===== config.mk =====
export PLATFORM = sky130hd
export DESIGN_NAME = sfr_arb_flat
export DESIGN_NICKNAME = d
export VERILOG_FILES = /design/src/rtl/sigma_tile_pkg.sv /design/src/rtl/MemSplit32.sv /design/src/rtl/sfr_arb_tagfifo.sv /design/src/rtl/sfr_arb.sv /design/src/flat_wrapper.sv
export SDC_FILE = /design/constraint.sdc
export NUM_CORES = 1
export LEC_CHECK = 0
export BUFFER_PORTS_ARGS = -buffer_cell sky130_fd_sc_hd__clkbuf_2
export CORE_AREA = 2 2 109 111
export CTS_CLUSTER_DIAMETER = 200
export CTS_CLUSTER_SIZE = 30
export DETAILED_ROUTE_END_ITERATION = 7
export DIE_AREA = 0 0 111 113
export GPL_TIMING_DRIVEN = 0
export PLACE_DENSITY = 0.49
export SYNTH_ARGS = -nofsm -noshare
export SYNTH_HDL_FRONTEND = slang
export SYNTH_SLANG_ARGS = --single-unit

===== constraint.sdc =====
create_clock -name clk_i -period 3.8 [get_ports clk_i]
set_input_delay 0.76 -clock clk_i [delete_from_list [all_inputs] [get_ports clk_i]]
set_output_delay 0.76 -clock clk_i [all_outputs]
set_load 0.05 [all_outputs]

===== src/rtl/sigma_tile_pkg.sv =====
// Shared types for the sigma tile: MemSplit32 field widths and
// the arbiter index type used by requesters and the tag FIFO.
package sigma_tile_pkg;

    localparam int MS_ADDR_W = 32;
    localparam int MS_DATA_W = 32;
    localparam int MS_BE_W   = 4;

    localparam int ARB_MAX_MASTERS = 4;
    localparam int ARB_ID_W        = $clog2(ARB_MAX_MASTERS);

    typedef logic [ARB_ID_W-1:0] arb_idx_t;

endpackage


===== src/rtl/MemSplit32.sv =====
// Split-transaction 32-bit memory port: request/ack on the
// command side, resp/rdata returned later in issue order.
interface MemSplit32;
    import sigma_tile_pkg::*;

    logic                 req;
    logic                 we;
    logic [MS_ADDR_W-1:0] addr;
    logic [MS_BE_W-1:0]   be;
    logic [MS_DATA_W-1:0] wdata;
    logic                 ack;
    logic                 resp;
    logic [MS_DATA_W-1:0] rdata;

    modport Master (
        output req, we, addr, be, wdata,
        input  ack, resp, rdata
    );

    modport Slave (
        input  req, we, addr, be, wdata,
        output ack, resp, rdata
    );

endinterface


===== src/rtl/sfr_arb_tagfifo.sv =====
// Small FIFO of requester indices for reads awaiting a response.
// Push and pop in one cycle are both honoured, even when full.
module sfr_arb_tagfifo
    import sigma_tile_pkg::*;
#(
    parameter int DEPTH = 4
) (
    input  logic     clk_i,
    input  logic     rst_i,
    input  logic     push,
    input  logic     pop,
    input  arb_idx_t din,
    output arb_idx_t dout,
    output logic     full,
    output logic     empty
);

    localparam int PW = $clog2(DEPTH);

    arb_idx_t      mem [DEPTH];
    logic [PW-1:0] wr_ptr;
    logic [PW-1:0] rd_ptr;
    logic [PW:0]   cnt;
    logic          do_push;
    logic          do_pop;

    assign full    = (cnt == (PW+1)'(DEPTH));
    assign empty   = (cnt == '0);
    assign do_pop  = pop && !empty;
    assign do_push = push && (!full || do_pop);
    assign dout    = mem[rd_ptr];

    // DEPTH is a power of two, so pointers wrap naturally
    always_ff @(posedge clk_i or negedge rst_i) begin
        if (!rst_i) begin
            wr_ptr <= '0;
            rd_ptr <= '0;
            cnt    <= '0;
        end else begin
            if (do_push) wr_ptr <= wr_ptr + 1'b1;
            if (do_pop)  rd_ptr <= rd_ptr + 1'b1;
            if (do_push && !do_pop) cnt <= cnt + 1'b1;
            else if (do_pop && !do_push) cnt <= cnt - 1'b1;
        end
    end

    always_ff @(posedge clk_i or negedge rst_i) begin
        if (!rst_i) begin
            for (int i = 0; i < DEPTH; i++) mem[i] <= '0;
        end else if (do_push) begin
            mem[wr_ptr] <= din;
        end
    end

endmodule


===== src/rtl/sfr_arb.sv =====
// Round-robin arbiter sharing one SFR port among NUM_MASTERS
// requesters, routing in-order read responses back by tag.
module sfr_arb
    import sigma_tile_pkg::*;
#(
    parameter int NUM_MASTERS = 2,
    parameter int TAG_DEPTH   = 4
) (
    input  logic                           clk_i,
    input  logic                           rst_i,
    input  logic [NUM_MASTERS-1:0]         m_req_i,
    input  logic [NUM_MASTERS-1:0]         m_we_i,
    input  logic [MS_ADDR_W*NUM_MASTERS-1:0] m_addr_bi,
    input  logic [MS_BE_W*NUM_MASTERS-1:0]   m_be_bi,
    input  logic [MS_DATA_W*NUM_MASTERS-1:0] m_wdata_bi,
    output logic [NUM_MASTERS-1:0]         m_ack_o,
    output logic [NUM_MASTERS-1:0]         m_resp_o,
    output logic [MS_DATA_W-1:0]           m_rdata_bo,
    MemSplit32.Master                      sfr,
    output logic                           err_o
);

    arb_idx_t               rr_ptr;
    arb_idx_t               gnt;
    arb_idx_t               nxt_ptr;
    arb_idx_t               head;
    logic [NUM_MASTERS-1:0] gnt_oh;
    logic                   found;
    logic                   req_v;
    logic                   blocked;
    logic                   xfer;
    logic                   push;
    logic                   pop;
    logic                   full;
    logic                   empty;
    logic                   g_we;
    logic [MS_ADDR_W-1:0]   g_addr;
    logic [MS_BE_W-1:0]     g_be;
    logic [MS_DATA_W-1:0]   g_wdata;

    // first requester at or after rr_ptr, wrapping by index
    always_comb begin
        gnt_oh = '0;
        gnt    = '0;
        found  = 1'b0;
        for (int i = 0; i < NUM_MASTERS; i++) begin
            for (int k = 0; k < NUM_MASTERS; k++) begin
                if (!found && m_req_i[k] &&
                    k == (int'(rr_ptr) + i) % NUM_MASTERS) begin
                    found     = 1'b1;
                    gnt_oh[k] = 1'b1;
                    gnt       = arb_idx_t'(k);
                end
            end
        end
    end

    always_comb begin
        g_we    = 1'b0;
        g_addr  = '0;
        g_be    = '0;
        g_wdata = '0;
        for (int k = 0; k < NUM_MASTERS; k++) begin
            if (gnt_oh[k]) begin
                g_we    = m_we_i[k];
                g_addr  = m_addr_bi[k*MS_ADDR_W +: MS_ADDR_W];
                g_be    = m_be_bi[k*MS_BE_W +: MS_BE_W];
                g_wdata = m_wdata_bi[k*MS_DATA_W +: MS_DATA_W];
            end
        end
    end

    assign req_v   = found && rst_i;
    assign blocked = req_v && !g_we && full;
    assign xfer    = sfr.req && sfr.ack;
    assign push    = xfer && !g_we;
    assign pop     = sfr.resp && !empty;
    assign nxt_ptr = (int'(gnt) == NUM_MASTERS - 1) ? '0 : gnt + 1'b1;

    assign sfr.req   = req_v && !blocked;
    assign sfr.we    = g_we;
    assign sfr.addr  = g_addr;
    assign sfr.be    = g_be;
    assign sfr.wdata = g_wdata;

    assign m_ack_o    = xfer ? gnt_oh : '0;
    assign m_rdata_bo = pop ? sfr.rdata : '0;

    always_comb begin
        m_resp_o = '0;
        for (int k = 0; k < NUM_MASTERS; k++) begin
            m_resp_o[k] = pop && (int'(head) == k);
        end
    end

    always_ff @(posedge clk_i or negedge rst_i) begin
        if (!rst_i) begin
            rr_ptr <= '0;
            err_o  <= 1'b0;
        end else begin
            if (xfer) rr_ptr <= nxt_ptr;
            if (sfr.resp && empty) err_o <= 1'b1;
        end
    end

    sfr_arb_tagfifo #(
        .DEPTH (TAG_DEPTH)
    ) u_tagfifo (
        .clk_i (clk_i),
        .rst_i (rst_i),
        .push  (push),
        .pop   (pop),
        .din   (gnt),
        .dout  (head),
        .full  (full),
        .empty (empty)
    );

endmodule


===== src/flat_wrapper.sv =====
// flat-port wrapper written by rule: the top's interface ports become plain ports
module sfr_arb_flat import sigma_tile_pkg::*;
#(
    parameter int NUM_MASTERS = 2,
    parameter int TAG_DEPTH   = 4
)
  (clk_i, rst_i, m_req_i, m_we_i, m_addr_bi, m_be_bi, m_wdata_bi, m_ack_o, m_resp_o, m_rdata_bo, err_o, sfr_req, sfr_we, sfr_addr, sfr_be, sfr_wdata, sfr_ack, sfr_resp, sfr_rdata);
  MemSplit32 sfr_i ();
  input  logic clk_i;
  input  logic rst_i;
  input  logic [NUM_MASTERS-1:0] m_req_i;
  input  logic [NUM_MASTERS-1:0] m_we_i;
  input  logic [MS_ADDR_W*NUM_MASTERS-1:0] m_addr_bi;
  input  logic [MS_BE_W*NUM_MASTERS-1:0] m_be_bi;
  input  logic [MS_DATA_W*NUM_MASTERS-1:0] m_wdata_bi;
  output logic [NUM_MASTERS-1:0] m_ack_o;
  output logic [NUM_MASTERS-1:0] m_resp_o;
  output logic [MS_DATA_W-1:0] m_rdata_bo;
  output logic err_o;
  output wire logic [$bits(sfr_i.req)-1:0] sfr_req;
  output wire logic [$bits(sfr_i.we)-1:0] sfr_we;
  output wire logic [$bits(sfr_i.addr)-1:0] sfr_addr;
  output wire logic [$bits(sfr_i.be)-1:0] sfr_be;
  output wire logic [$bits(sfr_i.wdata)-1:0] sfr_wdata;
  input wire logic [$bits(sfr_i.ack)-1:0] sfr_ack;
  input wire logic [$bits(sfr_i.resp)-1:0] sfr_resp;
  input wire logic [$bits(sfr_i.rdata)-1:0] sfr_rdata;
  assign sfr_req = sfr_i.req;
  assign sfr_we = sfr_i.we;
  assign sfr_addr = sfr_i.addr;
  assign sfr_be = sfr_i.be;
  assign sfr_wdata = sfr_i.wdata;
  assign sfr_i.ack = sfr_ack;
  assign sfr_i.resp = sfr_resp;
  assign sfr_i.rdata = sfr_rdata;
  sfr_arb #(.NUM_MASTERS(NUM_MASTERS), .TAG_DEPTH(TAG_DEPTH)) u_core (.clk_i(clk_i), .rst_i(rst_i), .m_req_i(m_req_i), .m_we_i(m_we_i), .m_addr_bi(m_addr_bi), .m_be_bi(m_be_bi), .m_wdata_bi(m_wdata_bi), .m_ack_o(m_ack_o), .m_resp_o(m_resp_o), .m_rdata_bo(m_rdata_bo), .sfr(sfr_i), .err_o(err_o));
endmodule

### Word-level counts from Yosys, hierarchy flattened

Cells that the tools add are included.

* register bits after elaboration: 17
* input bits: 176
* output and inout bits: 107
* logic and storage cells: 91

* add/subtract/negate cells: 6
* $lt $le $gt $ge: 3
* eq/ne operators: 4
* muxes and demuxes: 29
* bitwise logic cells: 3
* reductions and logical operators: 37

Operator list (count)
* 32-bit 2-to-1 mux: 5
* 32-bit zero test: 2
* 1-bit logical AND: 22
* 1-bit 2-to-1 mux: 13
* 1-bit zero test: 9
* 8-bit bitwise mux: 1
* 2-bit 2-to-1 mux: 4
* 4-bit 2-to-1 mux: 2
* 3-bit greater-or-equal comparator, second input constant: 2
* 3-bit 2-to-1 mux: 2
* 2-bit NOT with 3-bit output: 2
* 2-bit by 1-bit adder with 2-bit output, second input constant: 2
* 2-bit binary-select mux with 2-bit select: 1
* 2-bit demux with 2-bit select: 1
* 3-bit by 1-bit adder with 3-bit output, second input constant: 1
* 3-bit == test, second input constant: 1
* 3-bit zero test: 1
* 3-bit by 1-bit < comparator with 1-bit output, second input constant: 1
* 3-bit by 1-bit subtractor with 3-bit output, second input constant: 1
* 1-bit adder, second input constant: 2
* 2-bit == test, first input constant: 1
* 2-bit == test, second input constant: 1
* 2-bit zero test: 1
* 2-bit nonzero test: 1
* 3 further kinds: 3

### Longest topological paths before layout

Gate-level depths: netlist of the first run.

* depth in word-level cells: 28
* gate-level depth with buffers: 10
* depth with buffers taken out: 10

### Modules after synthesis

A second synthesis of the first run with hierarchy kept.

* cells, all modules: 199
* area, all modules: 1830.5 um^2

Modules (own cells, without submodules)
* sfr_arb: times used 1, cells an instance 142, area an instance 1061.0 um^2, sequential area each 50.0 um^2
* sfr_arb_tagfifo: times used 1, cells an instance 57, area an instance 769.5 um^2, sequential area each 375.4 um^2

### Worst setup path after synthesis of the first run

Ideal clock, no wire load.

* path kind: in2out
* start point: in m_req_i[0]
* end point: out m_ack_o[0]
* data arrival time: 2.113 ns
* required time: 3.040 ns
* setup slack: 0.927 ns
* stages: 5
* path buffers: 2
* cells stage by stage: a21boi_4 buf_2 buf_2 inv_1 nor2_1

* word-level cells in the longest chain between the ends: 22
* elaborated cells between the ends (all ways): 27
* classes of those cells: mux (10); reduce/logical (17)

RTL lines
* from (decl): RTL line flat_wrapper.sv:11 `input logic [NUM_MASTERS-1:0] m_req_i;`
* 1-bit logical AND: RTL line sfr_arb.sv:48 `if (!found && m_req_i[k] &&`
* 1-bit 2-to-1 mux: RTL line sfr_arb.sv:48
* 1-bit zero test: RTL line sfr_arb.sv:48
* 1-bit logical AND (2 in a row): RTL line sfr_arb.sv:48
* 1-bit 2-to-1 mux: RTL line sfr_arb.sv:48
* 1-bit zero test: RTL line sfr_arb.sv:48
* 1-bit logical AND (2 in a row): RTL line sfr_arb.sv:48
* 1-bit 2-to-1 mux: RTL line sfr_arb.sv:48
* (+3 left out)
* 1-bit 2-to-1 mux: RTL line sfr_arb.sv:48
* 1-bit 2-to-1 mux: RTL line sfr_arb.sv:64 `if (gnt_oh[k]) begin`
* 1-bit zero test: RTL line sfr_arb.sv:74 `assign blocked = req_v && !g_we && full;`
* 1-bit logical AND (2 in a row): RTL line sfr_arb.sv:74
* 1-bit zero test: RTL line sfr_arb.sv:80 `assign sfr.req = req_v && !blocked;`
* 1-bit logical AND: RTL line sfr_arb.sv:80
* 1-bit logical AND: RTL line sfr_arb.sv:75 `assign xfer = sfr.req && sfr.ack;`
* 2-bit 2-to-1 mux *: RTL line sfr_arb.sv:86 `assign m_ack_o = xfer ? gnt_oh : '0;`
* to (decl): RTL line flat_wrapper.sv:16 `output logic [NUM_MASTERS-1:0] m_ack_o;`

Every way passes the cells marked *; elsewhere a longest branch is shown, timed or not.

### Worst setup path after layout of the first run

* start point: in m_req_i[1]
* end point: out sfr_wdata[12]

* word-level cells in the longest chain between the ends: 12
* elaborated cells between the ends (all ways): 15
* classes of those cells: mux (7); reduce/logical (8)

RTL lines
* 1-bit logical AND (2 in a row): RTL line sfr_arb.sv:48
* 1-bit 2-to-1 mux: RTL line sfr_arb.sv:48
* 1-bit zero test: RTL line sfr_arb.sv:48
* 1-bit logical AND (2 in a row): RTL line sfr_arb.sv:48
* 1-bit 2-to-1 mux: RTL line sfr_arb.sv:48
* 1-bit zero test: RTL line sfr_arb.sv:48
* 1-bit logical AND (2 in a row): RTL line sfr_arb.sv:48
* 1-bit 2-to-1 mux: RTL line sfr_arb.sv:48
* 32-bit 2-to-1 mux *: RTL line sfr_arb.sv:64
* to (decl): RTL line flat_wrapper.sv:24 `output wire logic [$bits(sfr_i.wdata)-1:0] sfr_wdata;`

Marked as above.

==> results of run 1 <==
-- layout make-up --
type                            count  area, sq um
Antenna cell                        1        2.502
Buffer                             18        80.08
Clock buffer                        4        78.83
Fill cell                        1248         7951
Inverter                            7        26.28
Multi-Input combinational cell    145         1217
Sequential cell                    13        325.3
Tap cell                          143        178.9
Timing Repair Buffer              282         1411
-- path summary, 6_finish.rpt --
check,from,end
setup / recovery,m_req_i[1],sfr_wdata[12]
hold / removal,rst_i,u_core.err_o$_DFFE_PN0P_
setup reg to reg,u_core.rr_ptr[0]$_DFFE_PN0N_,u_core.u_tagfifo.cnt[2]$_DFFE_PN0P_
hold reg to reg,u_core.err_o$_DFFE_PN0P_,u_core.err_o$_DFFE_PN0P_
max in group asynchronous,rst_i,u_core.rr_ptr[0]$_DFFE_PN0N_
min in group clk_i,u_core.err_o$_DFFE_PN0P_,u_core.err_o$_DFFE_PN0P_
-- synth_stat cells --
cell type | number | area [sq um]
nand3_1 | 4 | 20.02
mux2_2 | 1 | 11.26
fa_1 | 1 | 20.02
a32oi_4 | 1 | 27.53
nand2_2 | 1 | 6.260
a31oi_1 | 1 | 6.260
a22o_1 | 68 | 595.6
dfrtp_1 | 13 | 325.3
mux4_2 | 1 | 22.52
o211ai_1 | 1 | 7.510
a21oi_2 | 1 | 8.760
mux2_4 | 1 | 15.01
nor2b_1 | 1 | 6.260
a21o_1 | 1 | 7.510
nor2_1 | 5 | 18.77
ha_1 | 5 | 62.56
mux2_1 | 5 | 56.30
and2_1 | 34 | 212.7
inv_1 | 6 | 22.52
xnor2_1 | 4 | 35.03
a21boi_4 | 1 | 18.77
nand2b_1 | 1 | 6.260
nand2_1 | 2 | 7.510
xor2_1 | 2 | 17.52
o21ai_0 | 1 | 5.000
a31o_4 | 1 | 17.52
buf_2 | 10 | 50.05
nor3_1 | 1 | 5.000
clkbuf_1 | 8 | 30.03
inv_2 | 1 | 3.750
-- flip-flops by register name, summed over array words and instances, names as in the netlist --
register	cells
u_core.u_tagfifo.rd_ptr	2
u_core.u_tagfifo.wr_ptr	2
u_core.rr_ptr	1
u_core.err_o	1
u_core.u_tagfifo.cnt	3
u_core.u_tagfifo.mem	4
-- critical path, delay by kind of cell --
kind	cells	cell delay (ns)
AOI/OAI and AO/OA	2	0.50
buffers and inverters	4	1.05
-- kinds of logic after synthesis --
group / count (synthesis) / synth area share
AO/OA/AOI/OAI: 76 / 0.4211
AND/OR/NAND/NOR: 49 / 0.1715
buffers and inverters: 25 / 0.06449
flip-flops: 13 / 0.1973
multiplexers: 8 / 0.06373
XOR/XNOR: 6 / 0.03187
adder cells (fa/ha/maj): 6 / 0.05008
-- through the flow --
stage                       util  cell area (sq um)  hold WS, ns  setup slack (ns)  std cells
after global routing      0.2946               3321       0.4506            0.5323        613
after CTS                 0.2944               3318       0.4274            0.6397        612
after detailed placement  0.2874               3239       0.4571            0.6451        608
after global placement    0.2874               3239       0.4397            0.6673        608
after floorplan                -               1649       0.4528            0.9275        183
final                     0.2946               3321       0.4255            0.7201        613
-- routing by layer --
metal | wire [microns] | share of wire | vias to the layer above | track usage
li1 | - | - | 1270 | -
met1 | 3862 | 0.42 | 1195 | 0.1725
met2 | 4605 | 0.50 | 125 | 0.2290
met3 | 637 | 0.069 | 10 | 0.03267
met4 | 168 | 0.018 | 0 | 0.03417
met5 | 0 | 0 | - | 0
-- report_power, final --
| group | total, mW | leakage (nW) | internal [mW] | switching, mW |
|---|---|---|---|---|
| Sequential | 0.275 | 0.154 | 0.209 | 0.0664 |
| Clock | 0.194 | 0.0382 | 0.141 | 0.0528 |
| Combinational | 1.40 | 1.80 | 0.413 | 0.985 |
| Total | 1.87 | 1.99 | 0.763 | 1.10 |
==> results.md, run 1 <==
- Residual DRC: 0
- Yosys cell types: 30
- Worst VDD drop: ~0.53 mV
- IO buf count: 282
- Critical Path End Type: output port
- Tot Pwr: roughly 1.9 mW
- Largest net degree at the start of global routing: 16
- CP arrival: 2.32 ns
- P per Cell Area: about 560 nW/um^2
- Max Freq: roughly 0.32 GHz
- Max incr delay on CP: ~0.33 ns
- CP cell instances: clkbuf_2, a21boi_4, buf_2, buf_2, a22o_1, clkbuf_2
- Post-Route WL: ~9300 microns
- Reg2reg setup slack: 1.42 ns
- Setup TNS Final: 0 ns
- Final nets: between 600 and 700
- Initial antenna violation count: 1
- Fin. max-slew vios: 0
- Max-Cap Viols: 0
- Vias in the first global route: approximately 2.5k
- CTS tree: yes
- Final Critical Period: 3.080 ns
- Initial DRC Count: 75
- RSZ-0062 raised after global routing: no
- Path depth of the worst reg2reg path: 10
- Clk_lat worst skew: ~0.24 ns
- Outcome: finished, final reports clean
- Via count: 2600
- Fin crit share: 0.8105
- Endpoints failing hold: 0
- Clock Path Buffers: 2
- Worst-path clk slew: 0.04 ns
- Crit path max fanout: 10
- Dpl hpwl: 8142 microns
- Setup Skew: approximately 0.0025 ns
- Die area: between 10000 and 15000 sq um
- Core box area: 11270 sq um
- Most frequent cells in the layout: 282 x clkbuf_2, 68 x a22o_1, 34 x and2_1
- GP Congestion: 0.7939
- Hold buffers post-CTS: 0
- Sequential fraction of the synthesis area: 0.1973
- Synth Area per Inst: between 9 and 10 sq um
- Worst Path Required: 3.04 ns
- Post_cts resized: 0
- Num CTS Buffers: 3
- Yosys reg bits: 13
- Synthesis-to-finish area growth: 101.4%
- Die width: around 110 microns
- Syn nets: roughly 370
- Initial core utilization: 0.1463
- Worst slew pin tran: around 0.55 ns
- Top Ports: between 200 and 300
- Floorplan row count: 39
- Vias/cell: around 4.2
- Post-Syn Area: between 1500 and 2000 sq um
- Layout cells sized above 1: 0.6482
- Commonest non-fill, non-tap cell in the layout: clkbuf_2
- First-pass GRT wire length: about 14000 microns
- Startpoint Class: primary input
- Leakage: about 2.0 nW
- Gate Count Post-Synth: around 180
- TritonRoute pass-1 iters: 4
- # setup viols final: 0
- Total GRT Usage: 0.1347
- Critical path's slowest cell: buf_2
- Vert. Die Dim: between 100 and 150 microns
- Antenna Nets Post-Route: 0
- H-tree depth: 1
- Total grt overflow: 0
- Slew HR: 0.6334
- Worst Hold Class: in -> async
- Ys Warns: 0
- Root Buffer: clkbuf_16
- Clock Sinks: 13
- Routed wire length per instance: roughly 15 microns
- Setup CP Type: in -> out
- Post-CTS Setup Inserts: 0
Power figures use the tool's default switching activity.
==> inputs of run 2 (changes only) <==
--- a/config.mk
+++ b/config.mk
@@ -5,14 +5,15 @@
 export SDC_FILE = /design/constraint.sdc
 export NUM_CORES = 1
 export LEC_CHECK = 0
+export ABC_AREA = 1
 export BUFFER_PORTS_ARGS = -buffer_cell sky130_fd_sc_hd__clkbuf_2
-export CORE_AREA = 2 2 109 111
+export CORE_AREA = 2 2 110 112
 export CTS_CLUSTER_DIAMETER = 200
 export CTS_CLUSTER_SIZE = 30
 export DETAILED_ROUTE_END_ITERATION = 7
-export DIE_AREA = 0 0 111 113
+export DIE_AREA = 0 0 112 114
 export GPL_TIMING_DRIVEN = 0
-export PLACE_DENSITY = 0.49
+export PLACE_DENSITY = 0.51
 export SYNTH_ARGS = -nofsm -noshare
 export SYNTH_HDL_FRONTEND = slang
 export SYNTH_SLANG_ARGS = --single-unit
==> constraint.sdc (replaced) <==
create_clock -name clk_i -period 2.9 [get_ports clk_i]
set_input_delay 0.58 -clock clk_i [delete_from_list [all_inputs] [get_ports clk_i]]
set_output_delay 0.58 -clock clk_i [all_outputs]
set_load 0.05 [all_outputs]
==> results.md, run 2 <==
- Outcome: finished, final reports clean
- Critical Path End Type: output port
- Routing usage on met3: 0.04729
- Die area: between 10000 and 15000 sq um
- Worst-path clk slew: about 0.050 ns
- Clk_lat worst skew: between 0.2 and 0.25 ns
- CTS tree: yes
- Buf+Inv Stages, Crit Path: 3
- Total GRT Usage: 0.1443
- GR Util met2: 0.2453
- Post-synth EDFFs: 0
- Ys async rst share: 1.000
- Antenna Nets Post-Route: 0
- Largest net degree at the start of global routing: 15
- RR Endpoint: u_core.u_tagfifo.cnt[2]$_DFFE_PN0P_
- Floorplan row count: 40
- IO buf count: ~280
- Die width: about 110 microns
- Sequential fraction of the synthesis area: 0.1681
- Worst VDD drop: approximately 0.32 mV
- Top Registers: u_core.u_tagfifo.mem x4, u_core.u_tagfifo.cnt x3
- H-tree depth: 1
- Vias in the first global route: roughly 2.8k
- P per Cell Area: between 600 and 700 nW/um^2
- Max incr delay on CP: approximately 0.40 ns
- Setup Skew: just under 0.0007 ns
- GP Congestion: around 0.85
- Worst slew pin tran: between 0.6 and 0.7 ns
- Multi-input logic area: between 1000 and 1500 sq um
- Met1 GRT Util: 0.1800
- Yosys reg bits: 13
- Total grt overflow: 0
- Gate Count Post-Synth: ~260
- Leakage: approximately 2.2 nW
- Yosys cell types: 29
- Synth top area share: 0.3516
- Endpoints failing hold: 0
- Largest register FFs: 4
- Fin. max-slew vios: 0
- Vert. Die Dim: around 110 microns
- Final nets: between 700 and 800
- Ys Warns: 0
- Max Freq: slightly above 0.4 GHz
- Layout cells sized above 1: 0.5646
- Hold buffers post-CTS: 0
- Setup CP Type: in -> out
- Core box area: 11710 sq um
- Commonest non-fill, non-tap cell in the layout: clkbuf_2
- Root Buffer: clkbuf_16
- Largest cells by area after synthesis: a32o_1 35%, dfrtp_1 17%, inv_1 10%
- Commonest cells post-synth: 68 x a32o_1, 53 x inv_1, 43 x nor2_1
- Post-Syn Area: ~1900 sq um
- Initial core utilization: 0.1653
- Reg2reg start: u_core.u_tagfifo.cnt[1]$_DFFE_PN0P_
- Vias/cell: 4.610
- CP arrival: around 1.9 ns
- Reg2reg setup slack: just over 0.7 ns
- Crit-path most repeated cell: clkbuf_2
- # setup viols final: 0
- N_diodes: 0
- Max-Cap Viols: 0
- Post-Place Cell Area: ~3500 sq um
- Clock Sinks: 13
- Setup WS post-layout: roughly 0.46 ns
- Post_cts resized: 0
- Layout Utilization: 0.3078
- Critical path's top delay family: buffers and inverters
- Syn nets: around 440
- Synth Flop Type: dfrtp_1
- CP cell instances: clkbuf_2, nand2_4, clkbuf_1, a32o_1, clkbuf_2
- Slew HR: 0.5464
- First-pass GRT wire length: 14630 microns
- Largest register by flop count: u_core.u_tagfifo.mem
- RSZ-0062 raised after global routing: no
- Initial antenna violation count: 0
- Area leader, netlist: a32o_1
- Synthesis-to-finish area growth: 86.23%
- Post-Route WL: approximately 10000 microns
- Final Instance Area: about 3600 sq um
- Post-CTS Setup Inserts: 0
- Final Critical Period: approximately 2.4 ns
- Register area: roughly 330 sq um
- Top Ports: 283
- Most common cell in the synthesized netlist: a32o_1
- Via count: approximately 3.2k
- Critical path's slowest cell: clkbuf_1
- Fin crit share: 0.8422
- Synth Area per Inst: about 7.5 sq um
- Setup Slack @ Placement: ~0.34 ns
- Startpoint Class: primary input
- Crit path max fanout: 10
- Number of fill cells: roughly 1.3k
- Most frequent cells in the layout: 281 x clkbuf_2, 68 x a32o_1, 53 x inv_1
- Residual DRC: 0
- Setup TNS Final: 0 ns
- Worst Hold Class: in -> async
- Routed wire length per instance: between 15 and 20 microns
- TritonRoute pass-1 iters: 4
- Initial DRC Count: 100
- Dpl hpwl: 8975 microns
- Worst Path Required: about 2.3 ns
- Num CTS Buffers: 3
- Most Crowded Layer GR: met2
- Path depth of the worst reg2reg path: 9
- Clock Path Buffers: 2
==> run 2: through the flow <==
| step | hold WS (ns) | power, mW | cells |
|---|---|---|---|
| 2_1_floorplan | 0.2844 | 1.657 | 257 |
| 3_3_place_gp | 0.4674 | 2.092 | 685 |
| 3_5_place_dp | 0.4627 | 2.112 | 685 |
| 4_1_cts | 0.2579 | 2.380 | 689 |
| 5_1_grt | 0.2713 | 2.503 | 689 |
| 6_report | 0.2432 | 2.365 | 689 |
==> run 2: worst max path at each step <==
stage          cells after the start                                   to  startpoint
6_report                           5                         sfr_addr[26]  m_req_i[1]
5_1_grt                            5                         sfr_addr[26]  m_req_i[1]
4_1_cts                            4                         sfr_wdata[7]  m_req_i[0]
3_5_place_dp                      11  u_core.u_tagfifo.cnt[2]$_DFFE_PN0P_       rst_i
3_3_place_gp                      11  u_core.u_tagfifo.cnt[2]$_DFFE_PN0P_       rst_i
2_1_floorplan                      8                           m_ack_o[0]  m_req_i[0]
==> run 2: metal layers <==
metal	vias up	wire [microns]
met1	1441	3903
met5	-	0
li1	1494	-
met2	223	4951
met4	0	211
met3	18	1293
==> run 2: cell families after synthesis <==
family | after synthesis | share of synthesized area
AND/OR/NAND/NOR | 72 | 0.1603
flip-flops | 13 | 0.1681
AO/OA/AOI/OAI | 81 | 0.4040
buffers and inverters | 80 | 0.2023
adder cells (fa/ha/maj) | 6 | 0.04266
XOR/XNOR | 5 | 0.02262
==> run 2: worst register-to-register path, cell delays in order, from the launching register on <==
cell and delay [ns]:
dfrtp_1 0.43, o31ai_4 0.46, buf_4 0.26, ha_1 0.15
inv_1 0.06, fa_1 0.37, nor2_1 0.12, nor2_1 0.04
nand2_1 0.06, xor2_1 0.16
==> run 2: layout make-up <==
class / instances / share of cell area
Timing Repair Buffer: 281 / 0.3901
Multi-Input combinational cell: 164 / 0.3381
Sequential cell: 13 / 0.09025
Inverter: 55 / 0.05727
Buffer: 25 / 0.05137
Tap cell: 147 / 0.05102
Clock buffer: 4 / 0.02187
==> run 2: power by group <==
| part | switching [mW] | total, mW | internal (mW) |
|---|---|---|---|
| combinational | 1.26 | 1.76 | 0.503 |
| clock | 0.0739 | 0.259 | 0.185 |
| sequential | 0.0753 | 0.347 | 0.272 |
| total | 1.40 | 2.36 | 0.960 |
==> inputs of run 3 (changes only) <==
--- a/config.mk
+++ b/config.mk
@@ -5,13 +5,13 @@
 export SDC_FILE = /design/constraint.sdc
 export NUM_CORES = 1
 export LEC_CHECK = 0
-export ABC_AREA = 1
+export ABC_AREA = 0
 export BUFFER_PORTS_ARGS = -buffer_cell sky130_fd_sc_hd__clkbuf_2
-export CORE_AREA = 2 2 110 112
+export CORE_AREA = 2 2 109 111
 export CTS_CLUSTER_DIAMETER = 200
 export CTS_CLUSTER_SIZE = 30
 export DETAILED_ROUTE_END_ITERATION = 7
-export DIE_AREA = 0 0 112 114
+export DIE_AREA = 0 0 111 113
 export GPL_TIMING_DRIVEN = 0
 export PLACE_DENSITY = 0.51
 export SYNTH_ARGS = -nofsm -noshare
==> constraint.sdc (replaced) <==
create_clock -name clk_i -period 2.2 [get_ports clk_i]
set_input_delay 0.44 -clock clk_i [delete_from_list [all_inputs] [get_ports clk_i]]
set_output_delay 0.44 -clock clk_i [all_outputs]
set_load 0.05 [all_outputs]
==> results.md, run 3 (synthesis results as in run 1) <==
- Die width: 111 microns
- GP Congestion: between 0.9 and 1
- H-tree depth: 1
- CP arrival: roughly 1.7 ns
- Clk_lat worst skew: between 0.2 and 0.25 ns
- IO buf count: around 280
- Max-Cap Viols: 0
- Multi-input logic area: 1264 sq um
- Top Ports: roughly 280
- Fin crit share: 0.9760
- Vias/cell: between 4 and 5
- Residual DRC: 0
- Floorplan row count: 39
- Initial DRC Count: around 130
- Hold buffers post-CTS: 0
- Tot Pwr: ~3.6 mW
- Critical Path End Type: output port
- Worst Hold Class: in -> async
- N_diodes: 0
- Number of fill cells: 1211
- Register area: about 330 sq um
- Worst Path Required: ~1.8 ns
- Path depth of the worst reg2reg path: 12
- P per Cell Area: a little over 900 nW/um^2
- Worst VDD drop: about 0.52 mV
- TritonRoute pass-1 iters: 4
- Startpoint Class: register
- Worst slew pin tran: between 0.3 and 0.4 ns
- Outcome: finished, final reports clean
- Dpl hpwl: 8439 microns
- Core box area: 11270 sq um
- Root Buffer: clkbuf_16
- Via count: between 2k and 3k
- Most frequent cells in the layout: 214 x clkbuf_2, 68 x a22o_1, 42 x clkbuf_4
- RR Endpoint: u_core.u_tagfifo.cnt[2]$_DFFE_PN0P_
- Initial core utilization: 0.1463
- Setup Skew: roughly 0.0030 ns
- Synthesis-to-finish area growth: 132.8%
- Largest register FFs: 4
- Fin. max-slew vios: 0
- Max Freq: ~0.47 GHz
- Worst-path clk slew: about 0.040 ns
- Total GRT Usage: 0.1477
- Endpoints failing hold: 0
- Setup Slack @ Placement: -0.4349 ns
- Layout cells sized above 1: 0.6925
- CTS tree: yes
- Routed wire length per instance: between 15 and 20 microns
- Final Critical Period: between 2 and 2.5 ns
- Total grt overflow: 0
- Vert. Die Dim: approximately 110 microns
- Final nets: 661
- Largest net degree at the start of global routing: 16
- Largest register by flop count: u_core.u_tagfifo.mem
- Commonest non-fill, non-tap cell in the layout: clkbuf_2
- Setup WS post-layout: 0.05290 ns
- Worst hold margin: 0.07064 ns
- Reg2reg start: u_core.rr_ptr[0]$_DFFE_PN0N_
- Top Registers: u_core.u_tagfifo.mem x4, u_core.u_tagfifo.cnt x3
- Layout Utilization: 0.3405
- Reg2reg setup slack: 0.12 ns
- Clock Sinks: 13
- Antenna Nets Post-Route: 0
- # setup viols final: 0
- Slew HR: 0.7908
- Crit path max fanout: 10
- Setup CP Type: reg -> out
- Die area: 12540 sq um
- Vias in the first global route: 2627
- Post-Route WL: 10030 microns
- Num CTS Buffers: 3
- First-pass GRT wire length: 14510 microns
- Initial antenna violation count: 0
- Clock Path Buffers: 2
- Leakage: 2.179 nW
-- run 3: cell count changes in the layout (fill, tap and decap cells not counted), sizes merged, moves of 20 or more --
| cell | previous run | this run |
|---|---|---|
| a32o | 68 | 0 |
| nor2 | 43 | 5 |
| inv | 55 | 7 |
| nand2 | 23 | 3 |
| and2 | 0 | 34 |
| a22o | 0 | 68 |
-- run 3: area by class of cell --
class                   count  area share
repair buffers            291      0.4772
multi-input cells         145      0.3292
flip-flops and latches     13     0.08507
well taps                 143     0.04661
plain buffers              18     0.03455
clock buffers               4     0.02053
inverters                   7    0.006845
-- run 3: worst max-delay path by stage --
stage,start,to,slack (ns),cells after the start
detailed placement,rst_i,u_core.u_tagfifo.cnt[2]$_DFFE_PN0P_,-0.43,11
floorplan,u_core.rr_ptr[0]$_DFFE_PN0N_,u_core.u_tagfifo.cnt[2]$_DFFE_PN0P_,0.03,10
global placement,rst_i,u_core.u_tagfifo.cnt[2]$_DFFE_PN0P_,-0.38,11
CTS,u_core.rr_ptr[0]$_DFFE_PN0N_,sfr_wdata[23],-0.01,6
global route,u_core.rr_ptr[0]$_DFFE_PN0N_,sfr_wdata[25],-0.003,6
finish,u_core.rr_ptr[0]$_DFFE_PN0N_,sfr_addr[28],0.05,6
-- run 3: report_power, final --
part | switching [mW] | internal (mW)
sequential | 0.138 | 0.362
combinational | 1.76 | 0.980
clock | 0.0978 | 0.244
-- run 3: timing repair --
action	CTS	global route
pin swaps	3	4
resized for setup	120	29
endpoints found under the setup margin	103	106
buffers inserted	6	3
-- run 3: layer usage --
metal | part of all wire | track usage | wire [microns]
met1 | 0.39 | 0.1708 | 3933
met2 | 0.49 | 0.2667 | 4926
met3 | 0.092 | 0.03374 | 919
met4 | 0.025 | 0.05500 | 255
met5 | 0 | 0 | 0
-- run 3: per-stage QoR --
stage / setup TNS (ns) / area (sq um) / std cells
global route: -0.005350 / 3839 / 621
floorplan: 0 / 1652 / 183
CTS: -0.01353 / 3767 / 618
detailed placement: -8.787 / 3242 / 608
finish: 0 / 3839 / 621
global placement: -8.007 / 3242 / 608
-- run 3: critical path: stages, from the launching register on --
cell and delay, ns:
dfrtp_1 0.41, nand2b_4 0.17, and2_1 0.16, buf_6 0.14, buf_4 0.17, a22o_1 0.21, clkbuf_8 0.19
